`src/rtl/alu_inst_issuer_pkg.sv`:
```
// Shared types for the ALU instruction issuer and the ALU it drives.
// Contents:
//   data_y          - signed ALU operand/result word
//   opcode_t        - ALU operations ADD, SUB, MUL, DIV, VAR
//   INST_t          - one instruction {opc, op_a, op_b}
//   issuer_state_t  - issuer FSM states
//   is_zero_div()   - true when an instruction divides by zero
package lab_MS_SV4_pack;

  localparam int DATA_W = 16;

  typedef logic signed [DATA_W-1:0] data_y;

  typedef enum logic [2:0] {
    ADD = 3'd0,
    SUB = 3'd1,
    MUL = 3'd2,
    DIV = 3'd3,
    VAR = 3'd4
  } opcode_t;

  typedef struct packed {
    opcode_t opc;
    data_y   op_a;
    data_y   op_b;
  } INST_t;

  typedef enum logic [2:0] {
    IDLE    = 3'd0,
    ISSUE   = 3'd1,
    WAIT    = 3'd2,
    CAPTURE = 3'd3,
    DONE    = 3'd4
  } issuer_state_t;

  // DIV and VAR both divide by op_b, so a zero op_b makes the ALU result meaningless.
  function automatic logic is_zero_div(input INST_t inst);
    return ((inst.opc == DIV) || (inst.opc == VAR)) && (inst.op_b == {DATA_W{1'b0}});
  endfunction

endpackage

```
`src/rtl/alu_inst_issuer_inst_mem.sv`:
```
// Program memory for the issuer: DEPTH instructions, synchronous write,
// asynchronous read. Contents are deliberately not reset so a program
// survives an aborted run.
// Ports:
//   clk    - clock
//   we     - write enable
//   waddr  - write address
//   wdata  - instruction to store
//   raddr  - read address
//   rdata  - instruction at raddr (combinational)
module inst_mem
  import lab_MS_SV4_pack::*;
#(
  parameter int DEPTH = 8
) (
  input  logic                     clk,
  input  logic                     we,
  input  logic [$clog2(DEPTH)-1:0] waddr,
  input  INST_t                    wdata,
  input  logic [$clog2(DEPTH)-1:0] raddr,
  output INST_t                    rdata
);

  INST_t mem_q [DEPTH];

  // Storage write port.
  always_ff @(posedge clk) begin
    if (we) begin
      mem_q[waddr] <= wdata;
    end
  end

  assign rdata = mem_q[raddr];

endmodule

```
`src/rtl/alu_inst_issuer.sv`:
```
// Steps through a stored program, drives one instruction at a time to an
// external ALU, waits ALU_LAT cycles, captures the result and flags
// divide-by-zero. All outputs are registered.
// Ports:
//   clk, rst           - clock, synchronous active-high reset
//   wr_en/wr_addr/wr_inst - program load (IDLE only)
//   prog_len, start    - run request (IDLE only, prog_len 1..DEPTH)
//   INST / ALU_out     - instruction to ALU / ALU result
//   busy               - run in progress
//   res_valid/res_idx/res_data/res_err - per-instruction result strobe
//   error_flag/err_count - divide-by-zero summary of current run
//   done               - end-of-run strobe
module alu_inst_issuer
  import lab_MS_SV4_pack::*;
#(
  parameter int DEPTH   = 8,
  parameter int ALU_LAT = 1
) (
  input  logic                     clk,
  input  logic                     rst,
  input  logic                     wr_en,
  input  logic [$clog2(DEPTH)-1:0] wr_addr,
  input  INST_t                    wr_inst,
  input  logic [$clog2(DEPTH):0]   prog_len,
  input  logic                     start,
  output INST_t                    INST,
  input  data_y                    ALU_out,
  output logic                     busy,
  output logic                     res_valid,
  output logic [$clog2(DEPTH)-1:0] res_idx,
  output data_y                    res_data,
  output logic                     res_err,
  output logic                     error_flag,
  output logic [$clog2(DEPTH):0]   err_count,
  output logic                     done
);

  localparam int AW = $clog2(DEPTH);
  localparam int CW = (ALU_LAT > 1) ? $clog2(ALU_LAT) : 1;
  localparam logic [AW:0]   LEN_ONE   = (AW+1)'(1);
  localparam logic [AW:0]   LEN_MAX   = (AW+1)'(DEPTH);
  localparam logic [CW-1:0] CNT_RELD  = CW'(ALU_LAT - 1);
  localparam logic [CW-1:0] CNT_ONE   = CW'(1);
  localparam logic [AW-1:0] PTR_ONE   = AW'(1);

  issuer_state_t   state_q, state_d;
  logic [AW-1:0]   ptr_q, ptr_d;
  logic [AW:0]     len_q, len_d;
  logic [CW-1:0]   cnt_q, cnt_d;
  INST_t           inst_q, inst_d;
  logic            busy_q, busy_d;
  logic            res_valid_q, res_valid_d;
  logic [AW-1:0]   res_idx_q, res_idx_d;
  data_y           res_data_q, res_data_d;
  logic            res_err_q, res_err_d;
  logic            error_flag_q, error_flag_d;
  logic [AW:0]     err_count_q, err_count_d;
  logic            done_q, done_d;

  logic            mem_we_s;
  INST_t           mem_rdata_s;
  logic            accept_s;
  logic            len_ok_s;

  inst_mem #(.DEPTH(DEPTH)) u_inst_mem (
    .clk   (clk),
    .we    (mem_we_s),
    .waddr (wr_addr),
    .wdata (wr_inst),
    .raddr (ptr_q),
    .rdata (mem_rdata_s)
  );

  // IDLE only counts as free once the previous run's done pulse has retired busy.
  assign accept_s = (state_q == IDLE) && !busy_q;
  assign len_ok_s = (prog_len != {(AW+1){1'b0}}) && (prog_len <= LEN_MAX);
  assign mem_we_s = accept_s && wr_en;

  // Next-state and output computation for the issue/wait/capture sequencer.
  always_comb begin
    state_d      = state_q;
    ptr_d        = ptr_q;
    len_d        = len_q;
    cnt_d        = cnt_q;
    inst_d       = inst_q;
    busy_d       = busy_q;
    res_valid_d  = 1'b0;
    res_idx_d    = res_idx_q;
    res_data_d   = res_data_q;
    res_err_d    = 1'b0;
    error_flag_d = error_flag_q;
    err_count_d  = err_count_q;
    done_d       = 1'b0;

    case (state_q)
      IDLE: begin
        if (accept_s && start && len_ok_s) begin
          state_d      = ISSUE;
          ptr_d        = {AW{1'b0}};
          len_d        = prog_len;
          error_flag_d = 1'b0;
          err_count_d  = {(AW+1){1'b0}};
          busy_d       = 1'b1;
        end else if (done_q) begin
          busy_d = 1'b0;
        end else begin
          busy_d = busy_q;
        end
      end
      ISSUE: begin
        inst_d  = mem_rdata_s;
        cnt_d   = CNT_RELD;
        state_d = WAIT;
      end
      WAIT: begin
        if (cnt_q == {CW{1'b0}}) begin
          state_d = CAPTURE;
        end else begin
          cnt_d = cnt_q - CNT_ONE;
        end
      end
      CAPTURE: begin
        res_valid_d = 1'b1;
        res_idx_d   = ptr_q;
        if (is_zero_div(inst_q)) begin
          res_err_d    = 1'b1;
          res_data_d   = {DATA_W{1'b0}};
          error_flag_d = 1'b1;
          err_count_d  = err_count_q + LEN_ONE;
        end else begin
          res_data_d = ALU_out;
        end
        if ({1'b0, ptr_q} == (len_q - LEN_ONE)) begin
          state_d = DONE;
        end else begin
          ptr_d   = ptr_q + PTR_ONE;
          state_d = ISSUE;
        end
      end
      DONE: begin
        done_d  = 1'b1;
        state_d = IDLE;
      end
      default: begin
        state_d = IDLE;
      end
    endcase
  end

  // State and output registers with synchronous reset.
  always_ff @(posedge clk) begin
    if (rst) begin
      state_q      <= IDLE;
      ptr_q        <= {AW{1'b0}};
      len_q        <= {(AW+1){1'b0}};
      cnt_q        <= {CW{1'b0}};
      inst_q       <= '0;
      busy_q       <= 1'b0;
      res_valid_q  <= 1'b0;
      res_idx_q    <= {AW{1'b0}};
      res_data_q   <= {DATA_W{1'b0}};
      res_err_q    <= 1'b0;
      error_flag_q <= 1'b0;
      err_count_q  <= {(AW+1){1'b0}};
      done_q       <= 1'b0;
    end else begin
      state_q      <= state_d;
      ptr_q        <= ptr_d;
      len_q        <= len_d;
      cnt_q        <= cnt_d;
      inst_q       <= inst_d;
      busy_q       <= busy_d;
      res_valid_q  <= res_valid_d;
      res_idx_q    <= res_idx_d;
      res_data_q   <= res_data_d;
      res_err_q    <= res_err_d;
      error_flag_q <= error_flag_d;
      err_count_q  <= err_count_d;
      done_q       <= done_d;
    end
  end

  assign INST       = inst_q;
  assign busy       = busy_q;
  assign res_valid  = res_valid_q;
  assign res_idx    = res_idx_q;
  assign res_data   = res_data_q;
  assign res_err    = res_err_q;
  assign error_flag = error_flag_q;
  assign err_count  = err_count_q;
  assign done       = done_q;

endmodule

```
`config.mk`:
```
export PLATFORM = sky130hd
export DESIGN_NAME = alu_inst_issuer
export DESIGN_NICKNAME = d
export VERILOG_FILES = /design/src/rtl/alu_inst_issuer_pkg.sv /design/src/rtl/alu_inst_issuer_inst_mem.sv /design/src/rtl/alu_inst_issuer.sv
export SDC_FILE = /design/constraint.sdc
export NUM_CORES = 1
export LEC_CHECK = 0
export CORE_UTILIZATION = 45
export CTS_CLUSTER_DIAMETER = 80
export DETAILED_ROUTE_END_ITERATION = 6
export GPL_ROUTABILITY_DRIVEN = 1
export GPL_TIMING_DRIVEN = 0
export MAX_ROUTING_LAYER = met4
export PLACE_DENSITY_LB_ADDON = 0.12
export SYNTH_ARGS = -nofsm -noshare
export SYNTH_HDL_FRONTEND = slang
export SYNTH_SLANG_ARGS = --single-unit
```
`constraint.sdc`:
```
create_clock -name clk -period 4.9 [get_ports clk]
set_clock_uncertainty 0.05 [all_clocks]
set_input_delay 1.47 -clock clk [delete_from_list [all_inputs] [get_ports clk]]
set_output_delay 1.47 -clock clk [all_outputs]
set_load 0.05 [all_outputs]
```
; Word level (Yosys, flattened, before mapping)
; Memory sizes are Yosys's and may differ from the RTL's. A register that Yosys moved wholly into a read port is not among the register bits.
; Index checks and enable logic that the tools add are counted.
[totals]
register_bits = 39
mem_count = 1
ramBits = 280
mem_bits_ro = 0
out_inout_bits = 63
latchBits = 0
inputBits = 62
wordCells = 73
[classes]
add_sub_neg = 4
div = 0
n_shift = 0
magnitude_cmp = 1
multipliers = 0
n_bitwise = 1
eq_ne = 11
n_reduce_logical = 20
muxes = 23
[mem_list]
columns = memory, words, word_bits, read_ports, rd_clocked_by_memory_dff, wr, line
row1 = u_inst_mem.mem_q, 8, 35, 1, 1, 1, alu_inst_issuer_inst_mem.sv:24  ; INST_t mem_q [DEPTH];
[ops]
columns = operator, n
row1 = $logic_not A16 Y1, 1
row2 = $mux W16, 1
row3 = $mux W3, 5
row4 = $pmux W3 S4, 1
row5 = $mux W1, 10
row6 = $eq A3 B2 Y1 const B, 3
row7 = $mux W4, 2
row8 = $pmux W4 S2, 1
row9 = $eq A3 B3 Y1 const B, 2
row10 = $logic_and A1 B1 Y1, 6
row11 = $ne A2 B2 Y1 const B, 3
row12 = $pmux W3 S2, 1
row13 = $reduce_and A2 Y1, 3
row14 = $reduce_and A3 Y1, 2
row15 = $reduce_bool A2 Y1, 3
row16 = $add A4 B1 Y4 const B, 1
row17 = $eq A3 B4 Y1, 1
row18 = $le A4 B4 Y1 const B, 1
row19 = $pmux W1 S2, 2
row20 = $reduce_bool A4 Y1, 1
row21 = $sub A4 B1 Y4 const B, 1
row22 = $add A3 B1 Y3 const B, 1
row23 = $eq A3 B1 Y1 const B, 1
row24 = $logic_not A3 Y1, 1
row25 = 6 further kinds, 6

; Depth between registers and ports, before layout
; Gate-level depths: netlist of the first run.
[depth]
word_depth = 6
mapped_depth = 7
ltp_nobuf = 7

; Modules after synthesis
; From an unflattened synthesis of the first run, not the netlist that was laid out.
[hier_totals]
hier_cells = 764
hier_area_um2 = 13635.6
[modules_own_cells]
columns = mod, seq_area_each_um2, cells_per_inst, area_per_inst_um2, n_inst
row1 = inst_mem, 8408.1, 418, 10835.4, 1
row2 = alu_inst_issuer, 1461.4, 346, 2800.2, 1

; Least setup slack after synthesis of the first run
; OpenSTA, ideal clock, no wires.
[synth_timing]
path_kind = input port to flip-flop
from = in wr_addr[0]
to = mem u_inst_mem.mem_q[0][0] in the netlist's numbering (enable)
setup_slack_ns = 0.283
t_required_ns = 4.379
setup_ns = 0.471
path_buffers = 0
stages = 2
arrival_time_ns = 4.096
cell_sequence = nand3b_1 > nor3_1
[synth_rtl]
columns = item, line
row1 = start: declaration, alu_inst_issuer.sv:22  ; input logic [$clog2(DEPTH)-1:0] wr_addr,
row2 = end: declaration, alu_inst_issuer_inst_mem.sv:24
; Straight into the memory's write port.

; Worst setup path in the final report of the first run
[layout_timing]
from = reg, netlist name INST[34]
to = out INST[34] in the netlist's numbering
[layout_rtl]
columns = item, line
row1 = end: declaration, alu_inst_issuer.sv:26  ; output INST_t INST,
; No word-level cell between the ends.

==> metrics, run 1 <==
status=finished, final reports clean; hold_sp=res_idx[1]; Inserted Clock Buffers=37; EDFF count, synth=280; CP startpoint kind=register; Root Buffer=clkbuf_16; Worst Setup SP=INST[34]; Synth cell types=between 40 and 50; most common cell after layout, fill and taps aside=edfxtp_1; CP endpoint kind=output port; Sequential Power Share=45.6%; max incr delay on CP=about 900 ps; initial DRC count=approximately 530; WL final=29.1 mm; Area after DPL=about 15000 um2; clock net sink count=about 350; Cell Area, Synth=roughly 13000 um2; via/cell ratio=around 5.4; die area=between 30000 and 40000 um2; Max Root-Sink Buffers=3; Logic pwr share=a little under 20%; CTS tree=done; Worst-Skew Late Latency=just over 500 ps; leak pwr=about 5.2 nW; Top Family by Delay on Critical Path=buffers and inverters; Final GP Congestion=between 0.8 and 0.9; TritonRoute pass-1 iters=5; num rows=between 60 and 70; total grt overflow=0; Hold Violations, Final=0; Worst path slowest cell=clkdlybuf4s50_1; die height=approximately 170 um; Non-Filler Instances=1313; Int Pwr=between 0.005 and 0.006 W; PortBufs=124; Max VDD drop=~260 uV; post-route setup slack=1540 ps; synth warn=0; Slew Limit Headroom=a little over a fifth; Post-CTS Hold Fix Bufs=0; Critical Path Fanout Max=4; global-route wire length before repair=between 40 and 50 mm; worst-path cell chain=clkdlybuf4s50_1; placed cells=between 1000 and 1500; Residual DRC=0; critical setup path kind=reg -> out; Setup violations, final=0; synthesized flop and latch total=353; flop2flop setup slack=around 2200 ps; Cells after Synth=721; CP Buf/Inv Count=1; post-CTS sizing=0; max-cap viol count=0; final core occ=~57%; HP Class=reg -> reg; Setup Fix Bufs, Post-CTS=0; Req. time, crit path=approximately 3400 ps; antenna violations before repair=0; vias in the first global route=about 7500; post-synthesis sequential area ratio=between 70% and 80%; Syn Nets=around 790; fmax=between 200 and 300 MHz; Top Ports=roughly 130; unrepaired setup endpoints after global routing=false; initial core utilization=between 40% and 50%; largest net degree at the start of global routing=21; Core Box Area=slightly below 30000 um2; P_sw=about 0.0022 W; share of cells above drive strength 1=a little under a fifth; Overall Global Routing Usage=roughly a fifth; antenna diode count=0; area grow syn2layout=24.4%; ys async rst share=0%; Clk pwr share=a little over a third; Antenna Violating Nets Remaining=0; wire per inst=between 20 and 25 um; DR vias=7107; Sw Share=between 20 and 30%; post-synthesis average cell area=18.4 um2; reg-to-reg startpoint=state_q[0]; chip width=174 um; DPL Wire Length=18.9 mm; Final Cycle Share=roughly two thirds; Pwr Density=485 nW/um2; Final Max Tran Viols=0; Worst Tran Pin Value=roughly 1200 ps; Primary FF master, synth=edfxtp_1; Post-Place Setup Slack=between 1000 and 1500 ps; clock-pin slew on the worst setup and hold paths=approximately 60 ps; crit path DAT=between 1500 and 2000 ps; most frequent cells in the layout=edfxtp_1, clkdlybuf4s50_1, dfxtp_1; nets=about 970; post-route cell area=~17000 um2; CTS H-tree depth=2; minimum clock period=between 3000 and 4000 ps
[cell usage after synthesis (2+ instances only)]
cell        n  area share, %
inv_1       4           0.11
a21oi_1    25           0.94
buf_6       2           0.17
a211oi_1   35            2.0
dfxtp_1    73             11
mux4_2     70             12
nand3_1    20           0.75
buf_2      14           0.53
nor2_1     51            1.4
xnor2_1     4           0.26
mux2_2      2           0.17
edfxtp_1  280             63
o21ai_0     2          0.075
buf_1       9           0.25
nor3b_1     2           0.11
clkbuf_1   17           0.48
ha_1        3           0.28
nand2b_1    2          0.094
nand2_1    30           0.85
mux2i_1    39            2.9
nor3_1      8           0.30
nand3b_1    4           0.23
nor4_1      5           0.24
[final cells by class]
cell class / count / area (um2)
Inverter: 4 / 15.0
Tap cell: 384 / 480
Timing Repair Buffer: 140 / 1480
Buffer: 43 / 198
Clock inverter: 13 / 111
Sequential cell: 353 / 9870
Fill cell: 2217 / 12300
Multi-Input combinational cell: 321 / 3260
Clock buffer: 55 / 1120
[cells by family after synthesis]
family,share of synthesized area [%]
compound gates,3.52
xor+xnor,0.443
fa+ha+maj,0.283
buf+inv,1.60
flops,74.3
mux,15.0
simple gates,4.87
[metal layers]
metal	vias up	track usage, %	routed length (um)
met2	198	33.6	14600
met3	42	3.44	1400
met4	0	5.67	569
met5	-	-	0
li1	3238	-	-
met1	3629	25.9	12500
[tightest hold or removal path: stages, from the launching register on]
cell and delay (ps):
dfxtp_1 310, nand2_1 50, a21oi_1 50
[power by group through the flow]
stage | registers, W | clock network, W | logic (W)
final | 0.00365 | 0.00278 | 0.00158
after global placement | 0.00371 | 0 | 0.00154
after CTS | 0.00366 | 0.00282 | 0.00159
after global routing | 0.00368 | 0.00294 | 0.00167
after detailed placement | 0.00372 | 0 | 0.00158
after floorplan | 0.00416 | 0 | 0.000522
[per-stage QoR]
stage / hold WS, ps / total power (W) / setup TNS, ps
floorplan: 426 / 0.00468 / 0
CTS: 403 / 0.00807 / 0
global placement: 388 / 0.00525 / -399910
detailed placement: 395 / 0.00530 / 0
global route: 426 / 0.00828 / 0
finish: 403 / 0.00801 / 0
[sequential cells by signal, summed over array words and instances (netlist names)]
name	flops
res_err	1
res_data	16
res_idx	3
err_count	4
res_valid	1
done	1
state_q	3
ptr_q	3
error_flag	1
INST	35
busy	1
u_inst_mem.mem_q	280
len_q	4
[path summary, 6_finish.rpt]
check	cells past startpoint	to
min	2	res_idx[1]
max reg2reg	7	u_inst_mem.mem_q[0][8]
min reg2reg	2	res_idx[1]
max	1	INST[34]
No activity file was read; power rests on OpenSTA's default activity.
==> inputs of run 2 (changes only) <==
Clock period 4.9 ns to 3.4 ns, I/O delays scaled along.
==> metrics, run 2 (synthesis gave the netlist of run 1 again) <==
Overall Global Routing Usage=20.5% (was 20.3%); post-CTS sizing=0 (unchanged); total grt overflow=0 (unchanged); most frequent cells in the layout=edfxtp_1, clkdlybuf4s50_1, dfxtp_1 (unchanged); Pwr Density=699 nW/um2 (was 485 nW/um2); share of cells above drive strength 1=18.0% (was 18.5%); cells on worst reg2reg path=6 (was 7); vias in the first global route=7543 (was 7451); Worst Tran Pin Value=1340 ps (was 1180 ps); Hold Violations, Final=0 (unchanged); Final Max Tran Viols=0 (unchanged); nets=960 (was 965); leak pwr=5.14 nW (was 5.16 nW); unrepaired setup endpoints after global routing=false (unchanged); P_sw=0.00323 W (was 0.00225 W); initial DRC count=543 (was 533); Largest Register=u_inst_mem.mem_q (unchanged); CP startpoint kind=primary input (was register); total chip power=0.0115 W (was 0.00801 W); Area after DPL=15300 um2 (about the same); worst hold path depth=2 (unchanged); Req. time, crit path=3570 ps (was 3380 ps); largest net degree at the start of global routing=24 (was 21); final core occ=57.3% (about the same); Root Buffer=clkbuf_16 (unchanged); Logic pwr share=19.7% (about the same); wire per inst=22.3 um (was 22.2 um); Antenna Violating Nets Remaining=0 (unchanged); CTS tree=done (unchanged); chip width=174 um (unchanged); WL final=29.2 mm (was 29.1 mm); fmax=~330 MHz; Residual DRC=0 (unchanged); TritonRoute pass-1 iters=5 (unchanged); crit path DAT=3210 ps (was 1840 ps); Final Cycle Share=around 90%; DPL Wire Length=18.5 mm (was 18.9 mm); Hold WS=404 ps (was 403 ps); Clk pwr share=34.7% (about the same); Core Box Area=28900 um2 (unchanged); clock-pin slew on the worst setup and hold paths=60 ps (about the same); setup TNS=0 ps (unchanged); Int Pwr=0.00832 W (was 0.00576 W); Post-CTS Hold Fix Bufs=0 (unchanged); Max Root-Sink Buffers=3 (unchanged); area grow syn2layout=24.4% (about the same); via/cell ratio=5.47 (was 5.41); flop2flop setup slack=410 ps (was 2220 ps); clock net sink count=353 (unchanged); PortBufs=124 (unchanged); Sequential Power Share=45.6% (about the same); Final GP Congestion=0.840 (was 0.850); DR vias=7164 (was 7107); num rows=62 (unchanged); Setup violations, final=0 (unchanged); hold path endpoint=res_data[2] (was res_idx[1]); die area=30200 um2 (unchanged); antenna violations before repair=1 (was 0); most common cell after layout, fill and taps aside=edfxtp_1 (unchanged); minimum clock period=between 3000 and 4000 ps; Largest register FFs=280 (unchanged); Max VDD drop=417 uV (was 257 uV); die height=174 um (unchanged); initial core utilization=46.0% (unchanged); hold_sp=res_data[2] (was res_idx[1]); Critical Path Fanout Max=13 (was 4); Top Ports=125 (unchanged); global-route wire length before repair=44.9 mm (was 44.2 mm); post-route cell area=16500 um2 (about the same); Sw Share=28.0% (was 28.1%); max-cap viol count=0 (unchanged); Setup Fix Bufs, Post-CTS=0 (unchanged); reg-to-reg startpoint=state_q[0] (unchanged); status=finished, final reports clean (unchanged); reg2reg end=u_inst_mem.mem_q[1][12] (was u_inst_mem.mem_q[0][8]); critical setup path kind=in -> reg (was reg -> out); Worst-Skew Late Latency=510 ps (about the same); Inserted Clock Buffers=38 (was 37); HP Class=reg -> reg (unchanged); CP endpoint kind=register (was output port); Slew Limit Headroom=10.2% (was 21.5%); CTS H-tree depth=2 (unchanged)
run 2: cell types whose count changed in the layout (fill, tap and decap cells not counted), moves of 2 or more:
| cell | change |
|---|---|
| clkbuf_8 | -5 |
| buf_16 | +4 |
| clkbuf_1 | +5 |
| bufinv_16 | +2 |
| clkinv_1 | -4 |
| nor3_4 | +2 |
| clkinv_2 | +2 |
| buf_6 | -9 |
| nor3_2 | -2 |
run 2: worst max path at each step:
stage / slack [ps] / cells after the start / to / start
6_report: 350 / 5 / u_inst_mem.mem_q[1][12] / wr_en
5_1_grt: 260 / 6 / u_inst_mem.mem_q[1][12] / state_q[0]
4_1_cts: 340 / 5 / u_inst_mem.mem_q[0][12] / wr_addr[0]
3_5_place_dp: -170 / 5 / u_inst_mem.mem_q[1][12] / wr_en
3_3_place_gp: -2120 / 3 / u_inst_mem.mem_q[2][16] / wr_addr[0]
2_1_floorplan: 170 / 2 / u_inst_mem.mem_q[6][0] / wr_addr[0]
run 2: through the flow:
step / setup slack, ps / cells
after floorplan: 166 / 721
after global placement: -2120 / 1229
after detailed placement: -173 / 1239
after CTS: 345 / 1308
after global routing: 265 / 1309
final: 353 / 1309
run 2: area by class of cell:
cell class	count	area [um2]
antenna	1	2.50
tap	384	480
timing repair buffer	134	1470
clock buffer	54	1040
clock inverter	15	180
multi-input combinational	321	3270
sequential	353	9870
fill	2210	12300
inverter	4	15.0
buffer	43	198
run 2: per-layer routing:
metal	share of wire [%]	vias up	routed length, um	global-route usage, %
li1	-	3231	-	-
met4	1.5	0	447	4.79
met2	50	211	14500	33.6
met1	44	3688	12900	27.0
met3	4.9	34	1420	3.38
met5	0	-	0	-
run 2: power by group through the flow:
stage / clock (W) / combinational, W / sequential [W]
floorplan: 0 / 0.000753 / 0.00600
global placement: 0 / 0.00222 / 0.00535
detailed placement: 0 / 0.00229 / 0.00536
CTS: 0.00410 / 0.00230 / 0.00527
global route: 0.00426 / 0.00241 / 0.00530
finish: 0.00401 / 0.00228 / 0.00527
run 2: critical path, cell delays in order:
cell and delay, ps:
clkdlybuf4s50_1 500, nand3_1 360, nor3_4 910, buf_16 240, buf_16 170
